File: src/rtl/izh_neuron_array_if.sv
// izh_neuron_array_if: start/done handshake, config writes, spikes and probe
// of one neuron array; master is the tile shim, slave is the array.
interface izh_neuron_array_if #(
  parameter int N = 4,
  parameter int W = 18
);
  localparam int AW = (N > 1) ? $clog2(N) : 1;

  logic                start;
  logic                busy;
  logic                done;
  logic                cfg_we;
  logic [AW-1:0]       cfg_addr;
  logic [2:0]          cfg_mode;
  logic signed [W-1:0] cfg_current;
  logic                cfg_reinit;
  logic [N-1:0]        spike;
  logic [AW-1:0]       probe_sel;
  logic signed [W-1:0] probe_v;
  logic [15:0]         spike_cnt;

  modport master (
    output start, cfg_we, cfg_addr, cfg_mode,
    output cfg_current, cfg_reinit, probe_sel,
    input  busy, done, spike, probe_v, spike_cnt
  );

  modport slave (
    input  start, cfg_we, cfg_addr, cfg_mode,
    input  cfg_current, cfg_reinit, probe_sel,
    output busy, done, spike, probe_v, spike_cnt
  );
endinterface

File: src/rtl/izh_neuron_array.sv
// izh_neuron_array: N Izhikevich neurons on one shared fixed-point datapath.
// Define IZH_REFRACTORY_EN to add per-neuron refractory counters.
module izh_neuron_array #(
  parameter int N            = 4,
  parameter int W            = 18,
  parameter int FRAC         = 9,
  parameter int DT_SHIFT     = 4,
  parameter int REFRAC_STEPS = 3
) (
  input logic               clk,
  input logic               rst,
  izh_neuron_array_if.slave bus
);
  localparam int AW = (N > 1) ? $clog2(N) : 1;
  localparam int XW = W + 2;
  localparam int PW = 2 * W;
  localparam int RW =
    (REFRAC_STEPS > 0) ? $clog2(REFRAC_STEPS + 1) : 1;

  function automatic int q(real x);
    real s;
    s = x * real'(1 << FRAC);
    return (s < 0.0) ? -$rtoi(0.5 - s) : $rtoi(s + 0.5);
  endfunction

  localparam logic signed [W-1:0] MAXV = {1'b0, {(W-1){1'b1}}};
  localparam logic signed [W-1:0] MINV = {1'b1, {(W-1){1'b0}}};
  localparam logic signed [W-1:0] C04  = W'(q(0.04));
  localparam logic signed [W-1:0] K5   = W'(q(5.0));
  localparam logic signed [W-1:0] K140 = W'(q(140.0));
  localparam logic signed [W-1:0] THR  = W'(q(30.0));
  localparam logic signed [W-1:0] A02  = W'(q(0.02));
  localparam logic signed [W-1:0] A10  = W'(q(0.1));
  localparam logic signed [W-1:0] B20  = W'(q(0.2));
  localparam logic signed [W-1:0] B25  = W'(q(0.25));
  localparam logic signed [W-1:0] C65  = W'(q(-65.0));
  localparam logic signed [W-1:0] C55  = W'(q(-55.0));
  localparam logic signed [W-1:0] C50  = W'(q(-50.0));
  localparam logic signed [W-1:0] D8   = W'(q(8.0));
  localparam logic signed [W-1:0] D4   = W'(q(4.0));
  localparam logic signed [W-1:0] D2   = W'(q(2.0));
  localparam logic signed [W-1:0] D005 = W'(q(0.05));

  typedef struct packed {
    logic signed [W-1:0] a;
    logic signed [W-1:0] b;
    logic signed [W-1:0] c;
    logic signed [W-1:0] d;
  } preset_t;

  typedef enum logic [2:0] {
    IDLE, LOAD, CALC, WB, FIN
  } state_t;

  function automatic preset_t preset(input logic [2:0] m);
    preset_t p;
    case (m)
      3'd1:    p = '{A02, B20, C55, D4};
      3'd2:    p = '{A02, B20, C50, D2};
      3'd3:    p = '{A10, B20, C65, D2};
      3'd4:    p = '{A02, B25, C65, D005};
      3'd5:    p = '{A10, B25, C65, D2};
      3'd6:    p = '{A02, B25, C65, D2};
      default: p = '{A02, B20, C65, D8};
    endcase
    return p;
  endfunction

  function automatic logic signed [W-1:0] c_of(
    input logic [2:0] m
  );
    preset_t p;
    p = preset(m);
    return p.c;
  endfunction

  // Full-width product, floor shift, then clamp.
  function automatic logic signed [W-1:0] mul_q(
    input logic signed [W-1:0] x,
    input logic signed [W-1:0] y
  );
    logic signed [PW-1:0] p;
    p = (PW'(x) * PW'(y)) >>> FRAC;
    if (p[PW-1:W-1] == '0 || p[PW-1:W-1] == '1)
      return p[W-1:0];
    return p[PW-1] ? MINV : MAXV;
  endfunction

  function automatic logic signed [W-1:0] add_s(
    input logic signed [W-1:0] x,
    input logic signed [W-1:0] y,
    input logic                sub
  );
    logic signed [XW-1:0] s;
    s = sub ? XW'(x) - XW'(y) : XW'(x) + XW'(y);
    if (s[XW-1:W-1] == '0 || s[XW-1:W-1] == '1)
      return s[W-1:0];
    return s[XW-1] ? MINV : MAXV;
  endfunction

  state_t state, state_n;

  logic signed [W-1:0] v_mem    [N];
  logic signed [W-1:0] u_mem    [N];
  logic [2:0]          mode_sh  [N];
  logic [2:0]          mode_act [N];
  logic signed [W-1:0] cur_sh   [N];
  logic signed [W-1:0] cur_act  [N];

  logic [AW-1:0]       k;
  logic signed [W-1:0] v_r, u_r, cur_r;
  logic signed [W-1:0] vsq_r, au_r;
  preset_t             pr;
  logic [N-1:0]        pend;

  logic                accept, last, cfg_ok, hold, fire;
  logic signed [W-1:0] bmu, dv, v_new, u_new;
  logic [16:0]         cnt_sum;

  assign accept = (state == IDLE) && bus.start;
  assign last   = (k == AW'(N - 1));
  assign cfg_ok = bus.cfg_we && (int'(bus.cfg_addr) < N);

  always_ff @(posedge clk) begin
    if (!rst) state <= IDLE;
    else      state <= state_n;
  end

  always_comb begin
    state_n = state;
    unique case (state)
      IDLE:    if (bus.start) state_n = LOAD;
      LOAD:    state_n = CALC;
      CALC:    state_n = WB;
      WB:      state_n = last ? FIN : LOAD;
      FIN:     state_n = IDLE;
      default: state_n = IDLE;
    endcase
  end

  always_comb begin
    bus.busy = (state != IDLE);
    bus.done = (state == FIN);
  end

  // dv chain: 0.04*v^2 + 5v + 140 - u + I, clamped at every add.
  always_comb begin
    bmu   = add_s(mul_q(pr.b, v_r), u_r, 1'b1);
    dv    = add_s(mul_q(C04, vsq_r), mul_q(K5, v_r), 1'b0);
    dv    = add_s(dv, K140, 1'b0);
    dv    = add_s(dv, u_r, 1'b1);
    dv    = add_s(dv, cur_r, 1'b0);
    v_new = add_s(v_r, dv >>> DT_SHIFT, 1'b0);
    u_new = add_s(u_r, au_r >>> DT_SHIFT, 1'b0);
    fire  = (v_r >= THR);
    cnt_sum = {1'b0, bus.spike_cnt} + 17'($countones(pend));
  end

  always_ff @(posedge clk) begin
    if (!rst) begin
      for (int i = 0; i < N; i++) begin
        v_mem[i]    <= C65;
        u_mem[i]    <= '0;
        mode_sh[i]  <= '0;
        mode_act[i] <= '0;
        cur_sh[i]   <= '0;
        cur_act[i]  <= '0;
      end
      k             <= '0;
      v_r           <= '0;
      u_r           <= '0;
      cur_r         <= '0;
      vsq_r         <= '0;
      au_r          <= '0;
      pr            <= '0;
      pend          <= '0;
      bus.spike     <= '0;
      bus.spike_cnt <= '0;
      bus.probe_v   <= '0;
    end else begin
      if (cfg_ok) begin
        mode_sh[bus.cfg_addr] <= bus.cfg_mode;
        cur_sh[bus.cfg_addr]  <= bus.cfg_current;
        if (bus.cfg_reinit && state == IDLE) begin
          v_mem[bus.cfg_addr] <= c_of(bus.cfg_mode);
          u_mem[bus.cfg_addr] <= '0;
        end
      end
      if (accept) begin
        k        <= '0;
        mode_act <= mode_sh;
        cur_act  <= cur_sh;
      end
      if (state == LOAD) begin
        v_r   <= v_mem[k];
        u_r   <= u_mem[k];
        cur_r <= cur_act[k];
        pr    <= preset(mode_act[k]);
      end
      if (state == CALC) begin
        vsq_r <= mul_q(v_r, v_r);
        au_r  <= mul_q(pr.a, bmu);
      end
      if (state == WB) begin
        if (hold) begin
          v_mem[k] <= pr.c;
          pend[k]  <= 1'b0;
        end else if (fire) begin
          v_mem[k] <= pr.c;
          u_mem[k] <= add_s(u_r, pr.d, 1'b0);
          pend[k]  <= 1'b1;
        end else begin
          v_mem[k] <= v_new;
          u_mem[k] <= u_new;
          pend[k]  <= 1'b0;
        end
        if (!last) k <= k + 1'b1;
      end
      if (state == FIN) begin
        bus.spike     <= pend;
        bus.spike_cnt <= cnt_sum[16] ? 16'hFFFF : cnt_sum[15:0];
      end
      bus.probe_v <= (int'(bus.probe_sel) < N) ?
                     v_mem[bus.probe_sel] : '0;
    end
  end

`ifdef IZH_REFRACTORY_EN
  logic [RW-1:0] ref_cnt [N];

  assign hold = (ref_cnt[k] != '0);

  always_ff @(posedge clk) begin
    if (!rst) begin
      for (int i = 0; i < N; i++) ref_cnt[i] <= '0;
    end else begin
      if (cfg_ok && bus.cfg_reinit && state == IDLE)
        ref_cnt[bus.cfg_addr] <= '0;
      if (state == WB) begin
        if (hold)      ref_cnt[k] <= ref_cnt[k] - 1'b1;
        else if (fire) ref_cnt[k] <= RW'(REFRAC_STEPS);
      end
    end
  end
`else
  logic [RW-1:0] unused_ref;
  assign hold       = 1'b0;
  assign unused_ref = '0;
`endif
endmodule

File: src/flat_wrapper.sv
// flat-port wrapper written by rule: the top's interface ports become plain ports
module izh_neuron_array_flat 
#(
  parameter int N            = 4,
  parameter int W            = 18,
  parameter int FRAC         = 9,
  parameter int DT_SHIFT     = 4,
  parameter int REFRAC_STEPS = 3
)
  (clk, rst, bus_start, bus_cfg_we, bus_cfg_addr, bus_cfg_mode, bus_cfg_current, bus_cfg_reinit, bus_probe_sel, bus_busy, bus_done, bus_spike, bus_probe_v, bus_spike_cnt);
  izh_neuron_array_if #(.N(N), .W(W)) bus_i ();
  input logic clk;
  input logic rst;
  input wire logic [$bits(bus_i.start)-1:0] bus_start;
  input wire logic [$bits(bus_i.cfg_we)-1:0] bus_cfg_we;
  input wire logic [$bits(bus_i.cfg_addr)-1:0] bus_cfg_addr;
  input wire logic [$bits(bus_i.cfg_mode)-1:0] bus_cfg_mode;
  input wire logic [$bits(bus_i.cfg_current)-1:0] bus_cfg_current;
  input wire logic [$bits(bus_i.cfg_reinit)-1:0] bus_cfg_reinit;
  input wire logic [$bits(bus_i.probe_sel)-1:0] bus_probe_sel;
  output wire logic [$bits(bus_i.busy)-1:0] bus_busy;
  output wire logic [$bits(bus_i.done)-1:0] bus_done;
  output wire logic [$bits(bus_i.spike)-1:0] bus_spike;
  output wire logic [$bits(bus_i.probe_v)-1:0] bus_probe_v;
  output wire logic [$bits(bus_i.spike_cnt)-1:0] bus_spike_cnt;
  assign bus_i.start = bus_start;
  assign bus_i.cfg_we = bus_cfg_we;
  assign bus_i.cfg_addr = bus_cfg_addr;
  assign bus_i.cfg_mode = bus_cfg_mode;
  assign bus_i.cfg_current = bus_cfg_current;
  assign bus_i.cfg_reinit = bus_cfg_reinit;
  assign bus_i.probe_sel = bus_probe_sel;
  assign bus_busy = bus_i.busy;
  assign bus_done = bus_i.done;
  assign bus_spike = bus_i.spike;
  assign bus_probe_v = bus_i.probe_v;
  assign bus_spike_cnt = bus_i.spike_cnt;
  izh_neuron_array #(.N(N), .W(W), .FRAC(FRAC), .DT_SHIFT(DT_SHIFT), .REFRAC_STEPS(REFRAC_STEPS)) u_core (.clk(clk), .rst(rst), .bus(bus_i));
endmodule
File: config.mk
export PLATFORM = sky130hd
export DESIGN_NAME = izh_neuron_array_flat
export DESIGN_NICKNAME = d
export VERILOG_FILES = /design/src/rtl/izh_neuron_array_if.sv /design/src/rtl/izh_neuron_array.sv /design/src/flat_wrapper.sv
export SDC_FILE = /design/constraint.sdc
export NUM_CORES = 2
export LEC_CHECK = 0
export BUFFER_PORTS_ARGS = -buffer_cell sky130_fd_sc_hd__buf_4
export CORE_UTILIZATION = 30
export CTS_CLUSTER_SIZE = 40
export DETAILED_ROUTE_END_ITERATION = 12
export GPL_ROUTABILITY_DRIVEN = 0
export GPL_TIMING_DRIVEN = 0
export HOLD_SLACK_MARGIN = 0.15
export RECOVER_POWER = 25
export SLEW_MARGIN = 25
export SYNTH_ARGS = -nofsm -noshare
export SYNTH_HDL_FRONTEND = slang
export SYNTH_SLANG_ARGS = --single-unit
File: constraint.sdc
create_clock -name clk -period 16.6 [get_ports clk]
set_input_delay 2.49 -clock clk [delete_from_list [all_inputs] [get_ports clk]]
set_output_delay 2.49 -clock clk [all_outputs]
set_load 0.02 [all_outputs]
Word level (Yosys, flattened, before mapping)
Memory sizes are Yosys's and may differ from the RTL's. A register that Yosys moved wholly into a read port is not among the register bits.
Index checks and enable logic that the tools add are counted.
{"block": "word_totals", "register_bits": 311, "ram_bits": 144, "inputBits": 30, "output_inout_bits": 40, "word_cells": 247, "mem_count": 2}
{"block": "op_classes", "addsub": 13, "n_mul": 5, "magnitude_cmp": 6, "eq_ne": 31, "mux": 116, "bitwise_logic": 7, "reduce_logical": 39}
{"name": "u_core.u_mem", "depth": 4, "word_bits": 18, "rd": 1, "rd_clocked_by_memory_dff": 1, "wr": 4, "line_no": "izh_neuron_array.sv:104", "source": "logic signed [W-1:0] u_mem [N];"}
{"name": "u_core.v_mem", "depth": 4, "word_bits": 18, "rd": 2, "rd_clocked_by_memory_dff": 2, "wr": 4, "line_no": "izh_neuron_array.sv:103", "source": "logic signed [W-1:0] v_mem [N];"}
{"operator": "2-to-1 mux 18 bit", "n": 51}
{"operator": "one-hot mux 60 bit (6 select lines)", "n": 1}
{"operator": "one-hot mux 34 bit (6 select lines)", "n": 1}
{"operator": "2-to-1 mux 36 bit", "n": 3}
{"operator": "== test 19 bit, second input constant", "n": 5}
{"operator": "logical NOT 19 bit", "n": 5}
{"operator": "bitwise mux 72 bit", "n": 1}
{"operator": "multiplier 18 x 18 -> 36 bit", "n": 2}
{"operator": "OR reduction 18 bit", "n": 4}
{"operator": "adder 18 x 18 -> 19 bit", "n": 3}
{"operator": "== test 3 bit, second input constant", "n": 15}
{"operator": "multiplier 4 x 18 -> 22 bit, first input constant", "n": 2}
{"operator": "adder 18 x 14 -> 19 bit", "n": 2}
{"operator": "2-to-1 mux 1 bit", "n": 38}
{"operator": "subtractor 18 x 18 -> 19 bit", "n": 2}
{"operator": "binary-select mux 18 bit (select 2 bit)", "n": 1}
{"operator": "demux 18 bit (select 2 bit)", "n": 1}
{"operator": "logical NOT 3 bit", "n": 9}
{"operator": "multiplier 7 x 18 -> 25 bit", "n": 1}
{"operator": "adder 18 x 18 -> 19 bit, second input constant", "n": 1}
{"operator": "== test 3 x 2 -> 1 bit, second input constant", "n": 6}
{"operator": ">= comparator 18 x 15 -> 1 bit, second input constant", "n": 1}
{"operator": "adder 16 x 17 -> 17 bit", "n": 1}
{"operator": "adder 17 bit", "n": 1}
{"operator": "other kinds (27)", "n": 60}

Depth between registers and ports, before layout
{"block": "depth", "word_depth": 32, "depth_mapped": 73, "depth_no_buf": 68}

Least setup slack after synthesis
No wires, ideal clock.
{"block": "synth_timing", "kind": "register -> register", "start": "reg u_core.v_r[10] (read register of u_core.v_mem)", "end": "mem u_core.v_mem[1][1] (data pin)", "setup_ns": 0.269, "arrival_ns": 14.490, "required_time_ns": 16.331, "setup_slack_ns": 1.841, "stages_incl_launch_ff": 64, "path_buffers": 7, "synth_period_minus_slack_ns": 14.759, "cell_sequence": "dfxtp_1 -> ha_1 -> ha_1 -> a21o_1 -> a21o_1 -> or4_1 -> o21ai_1 -> o21ai_0 -> o21a_1 -> nand3_1 -> a21oi_1 -> xnor2_1 -> o41a_1 -> clkbuf_1 -> clkbuf_1 -> o21a_1 -> ha_1 -> a21o_1 -> (+28 left out) -> o21ai_2 -> a211oi_1 -> o31ai_4 -> maj3_1 -> ha_1 -> a21oi_1 -> a21oi_1 -> o21a_1 -> o21a_1 -> o21ai_1 -> o221ai_1 -> a221o_1 -> a21o_1 -> o21ai_0 -> clkbuf_1 -> nand2b_1 -> clkbuf_1 -> a21oi_1"}
{"element": "start, declared", "line_no": "izh_neuron_array.sv:111", "source": "logic signed [W-1:0] v_r, u_r, cur_r;"}
{"element": "end, declared", "line_no": "izh_neuron_array.sv:103"}

==> flow_summary_export.csv <==
group,metric,value,unit
status,status,"finished, violations left",
status,violations,"antenna rules",
grt,track_usage,16.8,%
layout,stdcell_area,0.0488,mm2
synth,syn-instance-count,4907,
drt,antenna_left,1,
synth,ys_types,91,
setup_path,cp.arrival,16.18,ns
drt,drt-pass1-iter-count,5,
sta,hold_viol_final,0,
layout,synthToLayoutAreaGrowth,10.8,%
clock_network,cts_hold_buf,0,
setup_path,cp.required,16.93,ns
grt,grt-ovfl-total,0,
setup_path,startpoint_type,"register",
setup_path,r2r_setup_slack,0.74,ns
setup_path,endpoint_kind,"register",
power,p_seq_share,18.9,%
synth,yosysMostFrequentCell,"nand2_1",
sta,fin_crit,15.86,ns
grt,grt_pass1_wl,197000,um
synth,synthTopCellsByCount,"nand2_1 (702), inv_1 (662), ha_1 (495)",
power,p_total,6.74,mW
min_path,min_from,"u_core.mode_sh[7]$_SDFFE_PN0P_",
place,dp_cells,6891,
synth,synth_area_per_cell,8.98,um2
layout,fillCellCount,15200,
clock_network,cts_buffers,49,
synth,synth_edf_count,144,
sta,finalSetupViolCount,0,
layout,final_core_util,33.5,%
die,die_w,385,um
synth,netlist_area,0.0441,mm2
setup_path,regToRegEndpoint,"u_core.v_mem[2][10]$_SDFFCE_PN1P_",
power,peakVddDrop,0.117,mV
power,power.share.clock,17.3,%
layout,drive_above_1_share,5.57,%
clock_network,clock_latency,0.61,ns
place,place_hpwl,102000,um
power,p_per_area,138,mW/mm2
layout,nNetsFinal,5950,
sta,fmax,63.1,MHz
drt,dr_total_vias,34700,
min_path,holdPathStages,2,
power,power.switching,3.22,mW
sta,skew,0.0269,ns
drt,first_iter_violations,2351,
die,row_count,140,
drt,post_drt_wl_per_cell,17.8,um
synth,async_flop_share,0,%
layout,instances_no_fill,6991,
synth,syn_nets,5832,
synth,ys_seq_area_share,24.0,%
sta,final_max_slew_viol_count,0,
power,p_leak,21.7,nW
min_path,hold_path_end,"u_core.mode_act[7]$_SDFFE_PN0P_",
grt,grt_max_degree,23,
sta,tightest_slew,1.43,ns
min_path,hp-class,"reg -> reg",
sta,holdWs,0.449,ns
clock_network,htree_levels,2,
drt,drcViolationCount,0,
clock_network,cts-root-buf,"clkbuf_16",
setup_path,worst_r2r_startpoint,"u_core.v_r[10]$_SDFFE_PN0P_",
place,dpl_cell_area,0.0470,mm2
power,switching_share,47.8,%
setup_path,slowest_delay,0.51,ns
grt,antenna_found_initial,4,
die,io_pins,70,
place,pre_cts_slack,-1.95,ns
sta,tns,0,ns
synth,ys.flop_type,"dfxtp_1",
drt,drt_wl_total,125000,um
run,cap_violations,0,
setup_path,crit_slowest_cell,"dfxtp_4",
clock_network,cts_tree,"yes",
clock_network,cts_sinks,456,
drt,vias_per_cell,4.96,
synth,synthTopCellsByArea,"fa_1 (18%), dfxtp_1 (14%), ha_1 (14%)",
sta,fin_crit_sh,95.5,%
die,core-area,0.146,mm2
synth,synth_top_area_cell,"fa_1",
place,io_buffers,63,
sta,layout_setup_ws,0.744,ns
setup_path,ff2ff_path_depth,60,
die,dieArea,0.148,mm2
setup_path,path_class,"reg -> reg",
power,p_int,3.52,mW
synth,synth_top_area_share,18.2,%
grt,grt_pass1_vias,35000,
synth,yosys_warnings,0,
clock_network,path_clk_slew,0.06,ns
die,start_util,30.2,%
die,die_h,385,um
power,pwr-share-comb,63.8,%
setup_path,cp_max_fo,12,
synth,ys_seq_elements,456,
sta,relSlewSlack,4.51,%
clock_network,clockBufferDepth,3,
routing by layer:
metal	GRT usage [%]	share of wire, %	up-vias
met3	1.47	5.9	188
met1	23.2	45	17000
li1	-	-	16600
met2	28.1	46	956
met5	0	0.021	-
met4	4.52	2.7	4
worst max-delay path: cells and delay by family (launching register included):
kind / cells / cell delay, ns
AO/OA/AOI/OAI: 35 / 8.17
adder cells (fa/ha/maj): 10 / 3.56
AND/OR/NAND/NOR: 9 / 2.12
buffers and inverters: 4 / 0.80
flip-flops: 1 / 0.51
XOR/XNOR: 2 / 0.38
cells by family (layout without fill, tap and decap cells):
kind of cell               after synthesis  in the layout  synth area share (%)
xor gates and xnor gates               215            215                  4.31
adders and majority gates              909            909                  32.5
DFF                                    456            456                  24.0
and+or+nand+nor                       1434           1434                  14.7
buffers and inverters                  863           1020                  7.38
other                                    0             10                     0
AOI/OAI and AO/OA                      946            946                  13.1
muxes                                   84             84                  4.04
registers in the layout (all words and copies together), names as in the netlist, 4 cells and up, named ones only:
register              cells
u_core.vsq_r             18
u_core.bus.spike_cnt     16
u_core.pr                13
u_core.bus.probe_v       18
u_core.mode_act          12
u_core.u_mem             72
u_core.cur_sh            72
u_core.au_r              12
u_core.u_r               18
u_core.mode_sh           12
u_core.cur_r             18
u_core.cur_act           72
u_core.v_mem             72
u_core.bus.spike          4
u_core.v_r               18
how the worst max path moves through the flow:
stage	cells past startpoint	startpoint	end	slack, ns
after floorplan	63	u_core.v_r[10]$_SDFFE_PN0P_	u_core.v_mem[1][1]$_SDFFCE_PN0P_	1.84
after global placement	66	u_core.v_r[4]$_SDFFE_PN0P_	u_core.v_mem[1][6]$_SDFFCE_PN0P_	-1.70
after detailed placement	66	u_core.v_r[4]$_SDFFE_PN0P_	u_core.v_mem[1][1]$_SDFFCE_PN0P_	-1.95
after CTS	61	u_core.v_r[9]$_SDFFE_PN0P_	u_core.v_mem[3][15]$_DFFE_PP_	0.06
after global routing	64	u_core.v_r[4]$_SDFFE_PN0P_	u_core.v_mem[3][10]$_DFFE_PP_	-0.009
final	60	u_core.v_r[10]$_SDFFE_PN0P_	u_core.v_mem[2][10]$_SDFFCE_PN1P_	0.74
power groups by stage:
stage               registers (mW)  logic, mW  clock network (mW)
floorplan                     1.27       3.10                   0
global placement              1.30       4.12                   0
detailed placement            1.30       4.17                   0
CTS                           1.27       4.24                1.19
global route                  1.28       4.75                1.23
finish                        1.27       4.30                1.17
final cells by class:
class | count | area [um2] | area share (%)
diodes | 10 | 25.0 | 0.0513
flip-flops and latches | 456 | 10600 | 21.7
well taps | 1917 | 2400 | 4.91
clock buffers | 68 | 1420 | 2.91
inverters | 663 | 2490 | 5.10
multi-input cells | 3588 | 30400 | 62.2
clock inverters | 22 | 294 | 0.602
repair buffers | 72 | 455 | 0.933
plain buffers | 195 | 766 | 1.57
what timing repair did:
item | in CTS | in global routing
resized for setup | 31 | 29
setup endpoints to repair | 72 | 72
endpoints found under the hold margin | 0 | 0
pin swaps | 0 | 2
setup buffers | 1 | 4
cell usage in the layout (no fill, tap or decap), types with 10 or more instances in the layout:
cell type and count:
a211oi_1 22, a21o_1 113, a21oi_1 435, a31oi_1 23, and2_1 129, and3_1 32
buf_4 31, clkbuf_1 216, clkbuf_16 50, clkbuf_8 10, dfxtp_1 303, diode_2 10
edfxtp_1 144, fa_1 400, ha_1 494, inv_1 663, maj3_1 13, mux4_2 75
nand2_1 698, nand2b_1 35, nand3_1 57, nand4_1 22, nor2_1 276, nor2b_1 28
nor3_1 64, o211ai_1 16, o21a_1 52, o21ai_0 148, o21ai_1 10, o21bai_1 23
or2_2 14, or3_1 15, xnor2_1 149, xor2_1 64
Power figures use the tool's default switching activity.
